==> config.mk <==
export PLATFORM = sky130hd
export DESIGN_NAME = wb_write_arbiter
export DESIGN_NICKNAME = d
export VERILOG_FILES = /design/src/rtl/wb_write_arbiter.sv
export SDC_FILE = /design/constraint.sdc
export NUM_CORES = 1
export LEC_CHECK = 0
export ABC_AREA = 1
export CORE_MARGIN = 2
export CORE_UTILIZATION = 52
export CTS_BUF_LIST = sky130_fd_sc_hd__clkbuf_4 sky130_fd_sc_hd__clkbuf_8
export DETAILED_ROUTE_END_ITERATION = 16
export HOLD_SLACK_MARGIN = 0.1
export PLACE_DENSITY_LB_ADDON = 0.1
export SKIP_LAST_GASP = 1
export SYNTH_ARGS = -nofsm -noshare
export SYNTH_HDL_FRONTEND = slang
export SYNTH_SLANG_ARGS = --single-unit
==> constraint.sdc <==
create_clock -name i_clk -period 3.9 [get_ports i_clk]
set_input_delay 0.78 -clock i_clk [delete_from_list [all_inputs] [get_ports i_clk]]
set_output_delay 0.78 -clock i_clk [all_outputs]
set_load 0.01 [all_outputs]
==> src/rtl/wb_write_arbiter.sv <==
// wb_write_arbiter: merges the single-cycle ALU writeback (source A) and the
// buffered multi-cycle load/mul writeback (source B) onto the one register-file
// write port.
//
// Source B is held in a small FIFO. An A write marks older queued B writes to
// the same register stale, so the older B value can never overwrite the newer
// A value (WAW kill). A starvation counter stalls A for one cycle when the
// FIFO head has lost to A STARVE_LIMIT times in a row.
//
// Optional feature macro: WB_PENDING_MASK_EN. When defined, the block adds a
// registered 32-bit pending-destination mask on o_pending, which decode uses
// as a scoreboard.
module wb_write_arbiter #(
  parameter int DEPTH        = 2,
  parameter int STARVE_LIMIT = 4,
  parameter int CNT_W        = 3
) (
  input  logic        i_clk,
  input  logic        i_rst,
  input  logic        i_a_valid,
  input  logic [4:0]  i_a_addr,
  input  logic [31:0] i_a_data,
  output logic        o_a_ready,
  input  logic        i_b_valid,
  input  logic [4:0]  i_b_addr,
  input  logic [31:0] i_b_data,
  output logic        o_b_ready,
  output logic        o_we,
  output logic [4:0]  o_waddr,
  output logic [31:0] o_wdata,
`ifdef WB_PENDING_MASK_EN
  output logic        o_idle,
  output logic [31:0] o_pending
`else
  output logic        o_idle
`endif
);

  localparam int PTR_W = (DEPTH > 1) ? $clog2(DEPTH) : 1;
  localparam logic [PTR_W:0]   DEPTH_CNT  = (PTR_W + 1)'(DEPTH);
  localparam logic [CNT_W-1:0] STARVE_MAX = CNT_W'(STARVE_LIMIT);

  // FIFO state. The entries are register-based because every slot is
  // compared against the A address each cycle for the WAW kill.
  logic [PTR_W-1:0] rd_ptr_reg, rd_ptr_next;
  logic [PTR_W-1:0] wr_ptr_reg, wr_ptr_next;
  logic [PTR_W:0]   count_reg, count_next;
  logic [DEPTH-1:0] stale_reg, stale_next;
  logic [DEPTH-1:0] slot_valid;
  logic [4:0]       addr_mem [DEPTH];
  logic [31:0]      data_mem [DEPTH];

  // Starvation counter for the FIFO head.
  logic [CNT_W-1:0] starve_cnt_reg, starve_cnt_next;

  // Registered write port.
  logic        we_reg, we_next;
  logic [4:0]  waddr_reg, waddr_next;
  logic [31:0] wdata_reg, wdata_next;

  // Per-cycle decision terms.
  logic head_valid;
  logic head_stale;
  logic head_live;
  logic starved;
  logic a_accept;
  logic a_write;
  logic head_write;
  logic stale_pop;
  logic pop;
  logic b_push;

  assign head_valid = (count_reg != '0);
  assign head_stale = stale_reg[rd_ptr_reg];
  assign head_live  = head_valid && !head_stale;

  // The head forces its way through once it has lost STARVE_LIMIT times.
  assign starved    = head_live && (starve_cnt_reg == STARVE_MAX);

  assign a_accept   = i_a_valid && !starved;
  // Address 0 is the hard-wired zero register: accepted, never written.
  assign a_write    = a_accept && (i_a_addr != 5'd0);

  // A live head uses the write port only when A is absent or held off.
  assign head_write = head_live && (starved || !i_a_valid);
  // A stale head is simply discarded, alongside whatever A is doing.
  assign stale_pop  = head_valid && head_stale;
  assign pop        = head_write || stale_pop;

  // No same-cycle pop credit: ready depends on the registered count only.
  assign o_b_ready  = (count_reg < DEPTH_CNT);
  assign o_a_ready  = !starved;

  // B writes to register 0 are accepted and dropped, never stored.
  assign b_push     = i_b_valid && o_b_ready && (i_b_addr != 5'd0);

  // Per-slot occupancy and stale-bit update.
  genvar gi;
  generate
    for (gi = 0; gi < DEPTH; gi++) begin : g_slot
      logic [PTR_W-1:0] slot_off;
      logic             push_here;
      logic             kill_here;

      // A slot is occupied when it lies within count entries of the head.
      assign slot_off       = PTR_W'(gi) - rd_ptr_reg;
      assign slot_valid[gi] = ({1'b0, slot_off} < count_reg);

      assign push_here = b_push && (wr_ptr_reg == PTR_W'(gi));
      // A newer A write to the same register makes this queued B value dead.
      assign kill_here = a_write && slot_valid[gi] && (addr_mem[gi] == i_a_addr);

      // A B entry arriving alongside a same-register A write is born stale.
      assign stale_next[gi] = push_here ? (a_write && (i_a_addr == i_b_addr))
                                        : (stale_reg[gi] || kill_here);
    end
  endgenerate

  // Pointer and occupancy bookkeeping; pointers wrap modulo DEPTH.
  always_comb begin
    rd_ptr_next = rd_ptr_reg;
    wr_ptr_next = wr_ptr_reg;
    count_next  = count_reg;
    if (b_push) begin
      wr_ptr_next = wr_ptr_reg + PTR_W'(1);
    end
    if (pop) begin
      rd_ptr_next = rd_ptr_reg + PTR_W'(1);
    end
    case ({b_push, pop})
      2'b10:   count_next = count_reg + (PTR_W + 1)'(1);
      2'b01:   count_next = count_reg - (PTR_W + 1)'(1);
      default: count_next = count_reg;
    endcase
  end

  // Starvation tracking: count losses of a live head to A, clear on pop/empty.
  always_comb begin
    starve_cnt_next = starve_cnt_reg;
    if (!head_valid || pop) begin
      starve_cnt_next = '0;
    end else if (head_live && a_accept && (starve_cnt_reg != STARVE_MAX)) begin
      starve_cnt_next = starve_cnt_reg + CNT_W'(1);
    end
  end

  // Write-port selection; address/data hold when nothing is written.
  always_comb begin
    we_next    = a_write || head_write;
    waddr_next = waddr_reg;
    wdata_next = wdata_reg;
    if (head_write) begin
      waddr_next = addr_mem[rd_ptr_reg];
      wdata_next = data_mem[rd_ptr_reg];
    end else if (a_write) begin
      waddr_next = i_a_addr;
      wdata_next = i_a_data;
    end
  end

  // Control state and registered write port, cleared by reset.
  always_ff @(posedge i_clk) begin
    if (i_rst) begin
      rd_ptr_reg     <= '0;
      wr_ptr_reg     <= '0;
      count_reg      <= '0;
      stale_reg      <= '0;
      starve_cnt_reg <= '0;
      we_reg         <= 1'b0;
      waddr_reg      <= 5'd0;
      wdata_reg      <= 32'd0;
    end else begin
      rd_ptr_reg     <= rd_ptr_next;
      wr_ptr_reg     <= wr_ptr_next;
      count_reg      <= count_next;
      stale_reg      <= stale_next;
      starve_cnt_reg <= starve_cnt_next;
      we_reg         <= we_next;
      waddr_reg      <= waddr_next;
      wdata_reg      <= wdata_next;
    end
  end

  // FIFO payload storage; contents only matter while a slot is occupied.
  always_ff @(posedge i_clk) begin
    if (b_push) begin
      addr_mem[wr_ptr_reg] <= i_b_addr;
      data_mem[wr_ptr_reg] <= i_b_data;
    end
  end

  assign o_we    = we_reg;
  assign o_waddr = waddr_reg;
  assign o_wdata = wdata_reg;
  assign o_idle  = (count_reg == '0) && !we_reg;

`ifdef WB_PENDING_MASK_EN
  // Destinations still owed to the register file after this edge: every
  // occupied, non-stale FIFO slot plus the write about to be issued.
  logic [DEPTH-1:0] slot_live_next;
  logic [4:0]       addr_next [DEPTH];
  logic [31:0]      pending_reg, pending_next;

  generate
    for (gi = 0; gi < DEPTH; gi++) begin : g_pend
      logic [PTR_W-1:0] off_next;

      assign off_next           = PTR_W'(gi) - rd_ptr_next;
      assign slot_live_next[gi] = ({1'b0, off_next} < count_next) && !stale_next[gi];
      assign addr_next[gi]      = g_slot[gi].push_here ? i_b_addr : addr_mem[gi];
    end
  endgenerate

  // Build the scoreboard mask from the next-cycle FIFO and write port.
  always_comb begin
    pending_next = '0;
    if (we_next) begin
      pending_next[waddr_next] = 1'b1;
    end
    for (int s = 0; s < DEPTH; s++) begin
      if (slot_live_next[s]) begin
        pending_next[addr_next[s]] = 1'b1;
      end
    end
    pending_next[0] = 1'b0;
  end

  // Register the mask so decode sees a clean, glitch-free scoreboard.
  always_ff @(posedge i_clk) begin
    if (i_rst) begin
      pending_reg <= '0;
    end else begin
      pending_reg <= pending_next;
    end
  end

  assign o_pending = pending_reg;
`endif

endmodule

**Word level (Yosys, flattened, before mapping)**

Memory sizes are Yosys's and may differ from the RTL's. A register that Yosys moved wholly into a read port is not among the register bits.
Cells that the tools add are included.

- Flip-flop bits (word level): 47
- Bits in latches: 0
- Memory bits (writable): 74
- Memory bits (read-only): 0
- Input bits: 78
- Memories: 2

- Add/subtract/negate cells: 7
- Multiply operators: 0
- Divide/modulo/power cells: 0
- $lt $le $gt $ge: 4
- Equal/unequal tests: 7
- Shifts and indexed selects: 0
- Mux-type cells: 15
- Bitwise gates (word level): 1
- Reduce and logical (&&, ||, !) cells: 36

Memories:

| name | depth | bits a word | read ports | clocked after memory_dff | wr ports | line | RTL |
|---|---|---|---|---|---|---|---|
| data_mem | 2 | 32 | 1 | 1 | 1 | 51 | `logic [31:0] data_mem [DEPTH];` |
| addr_mem | 2 | 5 | 3 | 1 | 1 | 50 | `logic [4:0] addr_mem [DEPTH];` |

Operators by type and width:

| kind | number |
|---|---|
| $mux 32 | 2 |
| $logic_and 1x1->1 | 18 |
| $eq 5x5->1 | 3 |
| $mux 1 | 10 |
| $mux 5 | 2 |
| $reduce_bool 5->1 | 2 |
| $logic_or 1x1->1 | 6 |
| $reduce_bool 2->1 | 3 |
| $logic_not 1->1 | 5 |
| $lt 1x2->1 | 2 |
| $pmux 2 s2 | 1 |
| $add 3x1->3 const B | 1 |
| $eq 3x3->1 const B | 1 |
| $ne 3x3->1 const B | 1 |
| $add 1x1->1 const B | 2 |
| $add 2x1->2 const B | 1 |
| $eq 2x1->1 const B | 1 |
| $eq 2x2->1 const B | 1 |
| $logic_not 2->1 | 1 |
| $lt 1x2->1 const B | 1 |
| $lt 2x2->1 const B | 1 |
| $reduce_or 2->1 | 1 |
| $sub 1x1->1 const A | 2 |
| $sub 2x1->2 const B | 1 |
| $not 1->1 | 1 |

**Longest topological paths before layout**

- Depth in word-level cells: 12
- Gate-level depth with buffers: 12
- Depth with buffers taken out: 11

**Least setup slack after synthesis**

Ideal clock, no wire load.

- Kind: input to register
- From: input i_b_addr[2]
- To: memory addr_mem[0][0], enable pin
- Data arrival time: 2666 ps
- Required time: 3467 ps
- Slack: 801 ps
- Stages: 4
- Buffers on the path: 0
- Cell sequence: inv_1 > nand3_1 > nand3_1 > nor2_1

- Cells in the longest elaborated chain, start to end: 4

Ends and longest elaborated chain:

| item | line | RTL |
|---|---|---|
| start, declared | 25 | `input logic [4:0] i_b_addr,` |
| $reduce_bool 5->1 | 95 | `assign b_push = i_b_valid && o_b_ready && (i_b_addr != 5'd0);` |
| $logic_and 1x1->1 | 95 |  |
| $mux 1 | 186 | `if (b_push) begin` |
| $mux 1 (not written as such) | 187 | `addr_mem[wr_ptr_reg] <= i_b_addr;` |
| end, declared | 50 |  |

No other way between the ends.

**Worst setup path in the final report**

- From: register starve_cnt_reg[0]
- To: output o_a_ready

- Cells in the longest elaborated chain, start to end: 3

Ends and longest elaborated chain:

| item | line | RTL |
|---|---|---|
| start, declared | 54 | `logic [CNT_W-1:0] starve_cnt_reg, starve_cnt_next;` |
| start signal, assigned | 177 | `starve_cnt_reg <= starve_cnt_next;` |
| $eq 3x3->1 | 78 | `assign starved = head_live && (starve_cnt_reg == STARVE_MAX);` |
| $logic_and 1x1->1 | 78 |  |
| $logic_not 1->1 | 92 | `assign o_a_ready = !starved;` |
| end, declared | 23 | `output logic o_a_ready,` |

No other way between the ends.

==> impl_results.rst <==
.. list-table::
   :header-rows: 1

   * - Metric
     - Value
   * - DRC violations left
     - 0
   * - Share of total power in sequential cells
     - 0.404
   * - Setup slack of the most critical reg-to-reg path
     - approximately 1.6 ns
   * - Fraction of power spent switching nets
     - 0.3029
   * - Maxcap violations
     - 0
   * - Worst max-slew margin expressed relative to the limit
     - 0.3813
   * - Clk Tree Root Cell
     - sky130_fd_sc_hd__clkbuf_8
   * - Sum of overflow across all layers after global routing
     - 0
   * - Largest reg by FF count
     - data_mem
   * - CP startpoint kind
     - register
   * - Unrepaired setup endpoints after global routing
     - no
   * - Areal power density over the cells
     - 602.0 nW/um^2
   * - Crit end category
     - primary output
   * - Post-route insts no fill
     - 796
   * - Detail Route Antenna Nets
     - 0
   * - TritonCTS clock tree
     - done
   * - Number of register bits inferred by synthesis
     - 122
   * - Most common cell after layout, fill and taps aside
     - sky130_fd_sc_hd__nand2_1
   * - Library cell with the largest summed area after synthesis
     - sky130_fd_sc_hd__edfxtp_1
   * - Clock-pin slew on the worst setup and hold paths
     - approximately 0.070 ns
   * - Leakage power total
     - 2.797 nW
   * - Combined buffer and inverter count along the critical path
     - 3
   * - Width of the chip
     - 104.4 microns
   * - # IOs
     - 119
   * - Post-CTS resize count
     - 0
   * - Aggregate global-route resource usage
     - 0.2336
   * - Standard-cell rows
     - 36
   * - Starting utilization of the core area
     - 0.5361
   * - Mapped Nets
     - slightly above 600
   * - Final hold vios
     - 0
   * - Die height
     - 104.4 microns
   * - Arrival time at the worst endpoint
     - 2.16 ns
   * - Final net count
     - 731
   * - Achievable frequency
     - 340.0 MHz
   * - Synthesis-to-layout area growth
     - 33.57%
   * - Number of unique standard cell types used by synthesis
     - 33
   * - Synthesis Warnings
     - 0
   * - Data required, critical path
     - 3.12 ns
   * - Worst Path Max Fanout
     - 11
   * - Core Box Area
     - 9774 sq um
   * - Filler Cell Count
     - 746
   * - Status
     - completed
   * - Wire length of the first global-routing pass
     - 19.89 mm
   * - First-pass iteration count of the detailed router
     - 5
   * - Number of flip-flops in the largest register
     - 64
   * - Number of buffers added by the clock tree synthesis step
     - 17
   * - Routed length per instance
     - 15.42 microns
   * - Fraction of power consumed by combinational cells
     - 0.283
   * - Post-synthesis instance area
     - 5240 sq um
   * - Share of post-route cells with drive strength above 1
     - 0.08446
   * - Number of port buffers
     - 118
   * - Number of antenna violations at the first check in global routing
     - 0
   * - Cells after synthesis
     - 537
   * - Inst Count DP
     - 764
   * - Start-to-end type of the worst setup path
     - register to primary output
   * - CTS Buffer Depth
     - 2
   * - Critical Path Max Stage Delay
     - about 0.64 ns
   * - Skew final
     - 0.008004 ns
   * - Post-synthesis sequential area ratio
     - 0.6074
   * - Pint
     - 2.937 mW
   * - Antenna diode count
     - 0
   * - Top area cells in the synthesized netlist
     - sky130_fd_sc_hd__edfxtp_1, sky130_fd_sc_hd__dfxtp_1, sky130_fd_sc_hd__nand2_1
   * - Number of vias per cell after detailed routing
     - 5.198
   * - GPL Wtd Cong
     - roughly 0.87
   * - Largest net degree at the start of global routing
     - 55
   * - Hold-fix buffers at CTS
     - 0
   * - Total die area
     - roughly 11000 sq um
   * - Later-pin clock latency in the skew report
     - between 0.4 and 0.5 ns
   * - Cell breakdown of the critical path
     - inv_1 > ha_1 > nand2_1 > inv_2 > nand3_1 > clkdlybuf4s50_1
   * - Area share of the largest cell type after synthesis
     - 0.4241
   * - Final period demand of the worst path
     - between 2 and 3 ns
   * - Part of the cycle the worst path needs
     - 0.7540
   * - Number of max-slew violations in the final report
     - 0
   * - H-tree Lvls
     - 4
   * - Clock tree sinks
     - 122
   * - Max IR drop VDD
     - 343.5 uV
   * - Hold Path Class
     - register to register
   * - Via count of the first global-routing pass
     - 4117
   * - Net load switching power
     - around 1.3 mW
   * - Cell with the largest stage delay on the worst path
     - sky130_fd_sc_hd__clkdlybuf4s50_1
   * - Per-instance average area after synthesis
     - 9.758 sq um
   * - First-iteration detailed-routing DRC count
     - 275
   * - Cell class contributing the biggest share of worst-path delay
     - buffers and inverters
   * - Wire length reported by the detailed router
     - roughly 12 mm
   * - Commonest non-fill, non-tap cells in the layout
     - sky130_fd_sc_hd__nand2_1, sky130_fd_sc_hd__clkdlybuf4s50_1, sky130_fd_sc_hd__edfxtp_1
   * - Final setup viols
     - 0
   * - Vias
     - 4138
   * - Post-CTS setup repair buffer count
     - 0
   * - Clock network power share
     - 0.314
   * - Worst slew pin tran
     - 0.9268 ns
   * - Final HPWL from detailed placement
     - about 8 mm
   * - Final total negative setup slack
     - 0 ns
-- cell usage after synthesis --
cell type / count
sky130_fd_sc_hd__nand2_1: 128
sky130_fd_sc_hd__edfxtp_1: 74
sky130_fd_sc_hd__nand3_1: 60
sky130_fd_sc_hd__nor2_1: 56
sky130_fd_sc_hd__dfxtp_1: 48
sky130_fd_sc_hd__o21ai_0: 31
sky130_fd_sc_hd__inv_1: 23
sky130_fd_sc_hd__mux2i_1: 21
sky130_fd_sc_hd__a21oi_1: 16
sky130_fd_sc_hd__buf_2: 13
sky130_fd_sc_hd__xor2_1: 9
sky130_fd_sc_hd__clkbuf_1: 8
sky130_fd_sc_hd__inv_2: 7
sky130_fd_sc_hd__nand4_1: 6
sky130_fd_sc_hd__buf_4: 5
sky130_fd_sc_hd__o21ai_1: 5
sky130_fd_sc_hd__xnor2_1: 4
sky130_fd_sc_hd__ha_1: 3
sky130_fd_sc_hd__o211ai_1: 3
sky130_fd_sc_hd__buf_1: 2
sky130_fd_sc_hd__buf_6: 2
sky130_fd_sc_hd__nor2_2: 2
sky130_fd_sc_hd__clkbuf_2: 1
sky130_fd_sc_hd__clkinv_1: 1
sky130_fd_sc_hd__nand2_2: 1
sky130_fd_sc_hd__nand2_4: 1
sky130_fd_sc_hd__nand3_2: 1
sky130_fd_sc_hd__nand4_4: 1
sky130_fd_sc_hd__nor2_4: 1
sky130_fd_sc_hd__nor3_1: 1
sky130_fd_sc_hd__nor3b_1: 1
sky130_fd_sc_hd__nor4_1: 1
sky130_fd_sc_hd__o21ai_2: 1
-- cell type report --
class | instances | area [sq um] | area share
flip-flops and latches | 122 | 3184 | 0.4550
multi-input cells | 353 | 1795 | 0.2565
repair buffers | 125 | 1259 | 0.1798
clock buffers | 19 | 255.2 | 0.03647
clock inverters | 13 | 222.7 | 0.03182
well taps | 133 | 166.4 | 0.02378
inverters | 31 | 116.4 | 0.01663
-- path summary, 6_finish.rpt --
kind	cells after the start	start	end
setup / recovery	6	starve_cnt_reg[0]	o_a_ready
setup reg to reg	11	starve_cnt_reg[0]	o_wdata[20]
hold reg to reg	2	o_wdata[26]	o_wdata[26]
hold / removal	2	o_wdata[26]	o_wdata[26]
-- power groups by stage --
| stage | registers (mW) | logic [mW] | clock network, mW |
|---|---|---|---|
| 3_5_place_dp | 1.72 | 1.20 | 0 |
| 3_3_place_gp | 1.72 | 1.17 | 0 |
| 6_report | 1.70 | 1.19 | 1.32 |
| 4_1_cts | 1.70 | 1.20 | 1.35 |
| 2_1_floorplan | 1.75 | 0.696 | 0 |
| 5_1_grt | 1.72 | 1.32 | 1.40 |
-- through the flow --
stage            util  hold WS (ns)  instance area, sq um  power, mW  worst slack [ns]
6_report       0.7161        0.4745                  6999      4.213            0.9592
5_1_grt        0.7161        0.4935                  6999      4.440            0.7923
4_1_cts        0.7161        0.4751                  6999      4.249            0.9474
3_5_place_dp   0.6672        0.4630                  6521      2.920             1.049
3_3_place_gp   0.6672        0.4420                  6521      2.887             1.107
2_1_floorplan       -        0.4303                  5240      2.443            0.8012
-- worst reg2reg max path: stages, from the launching register on --
cell	delay, ns
sky130_fd_sc_hd__dfxtp_1	0.37
sky130_fd_sc_hd__inv_1	0.06
sky130_fd_sc_hd__ha_1	0.18
sky130_fd_sc_hd__nand2_1	0.09
sky130_fd_sc_hd__inv_2	0.07
sky130_fd_sc_hd__nand3_1	0.34
sky130_fd_sc_hd__nand3_2	0.26
sky130_fd_sc_hd__nand2_4	0.24
sky130_fd_sc_hd__buf_4	0.35
sky130_fd_sc_hd__nand2_1	0.09
sky130_fd_sc_hd__nor2_1	0.10
sky130_fd_sc_hd__nor2_1	0.06
-- metal layers --
layer / global-route usage / wire, microns
met5: 0 / 0
met3: 0.06704 / 833
met2: 0.3950 / 6080
met4: 0.08591 / 197
met1: 0.2841 / 5161
-- cell families (layout without fill, tap and decap cells) --
kind of cell | after synthesis | in the layout | synth area share
AOI/OAI and AO/OA | 56 | 56 | 0.05564
xor gates and xnor gates | 13 | 13 | 0.02173
adders and majority gates | 3 | 3 | 0.007164
buffers and inverters | 62 | 188 | 0.05420
DFF | 122 | 122 | 0.6074
muxes | 21 | 21 | 0.04011
and+or+nand+nor | 260 | 260 | 0.2137
No activity file was read; power rests on OpenSTA's default activity.
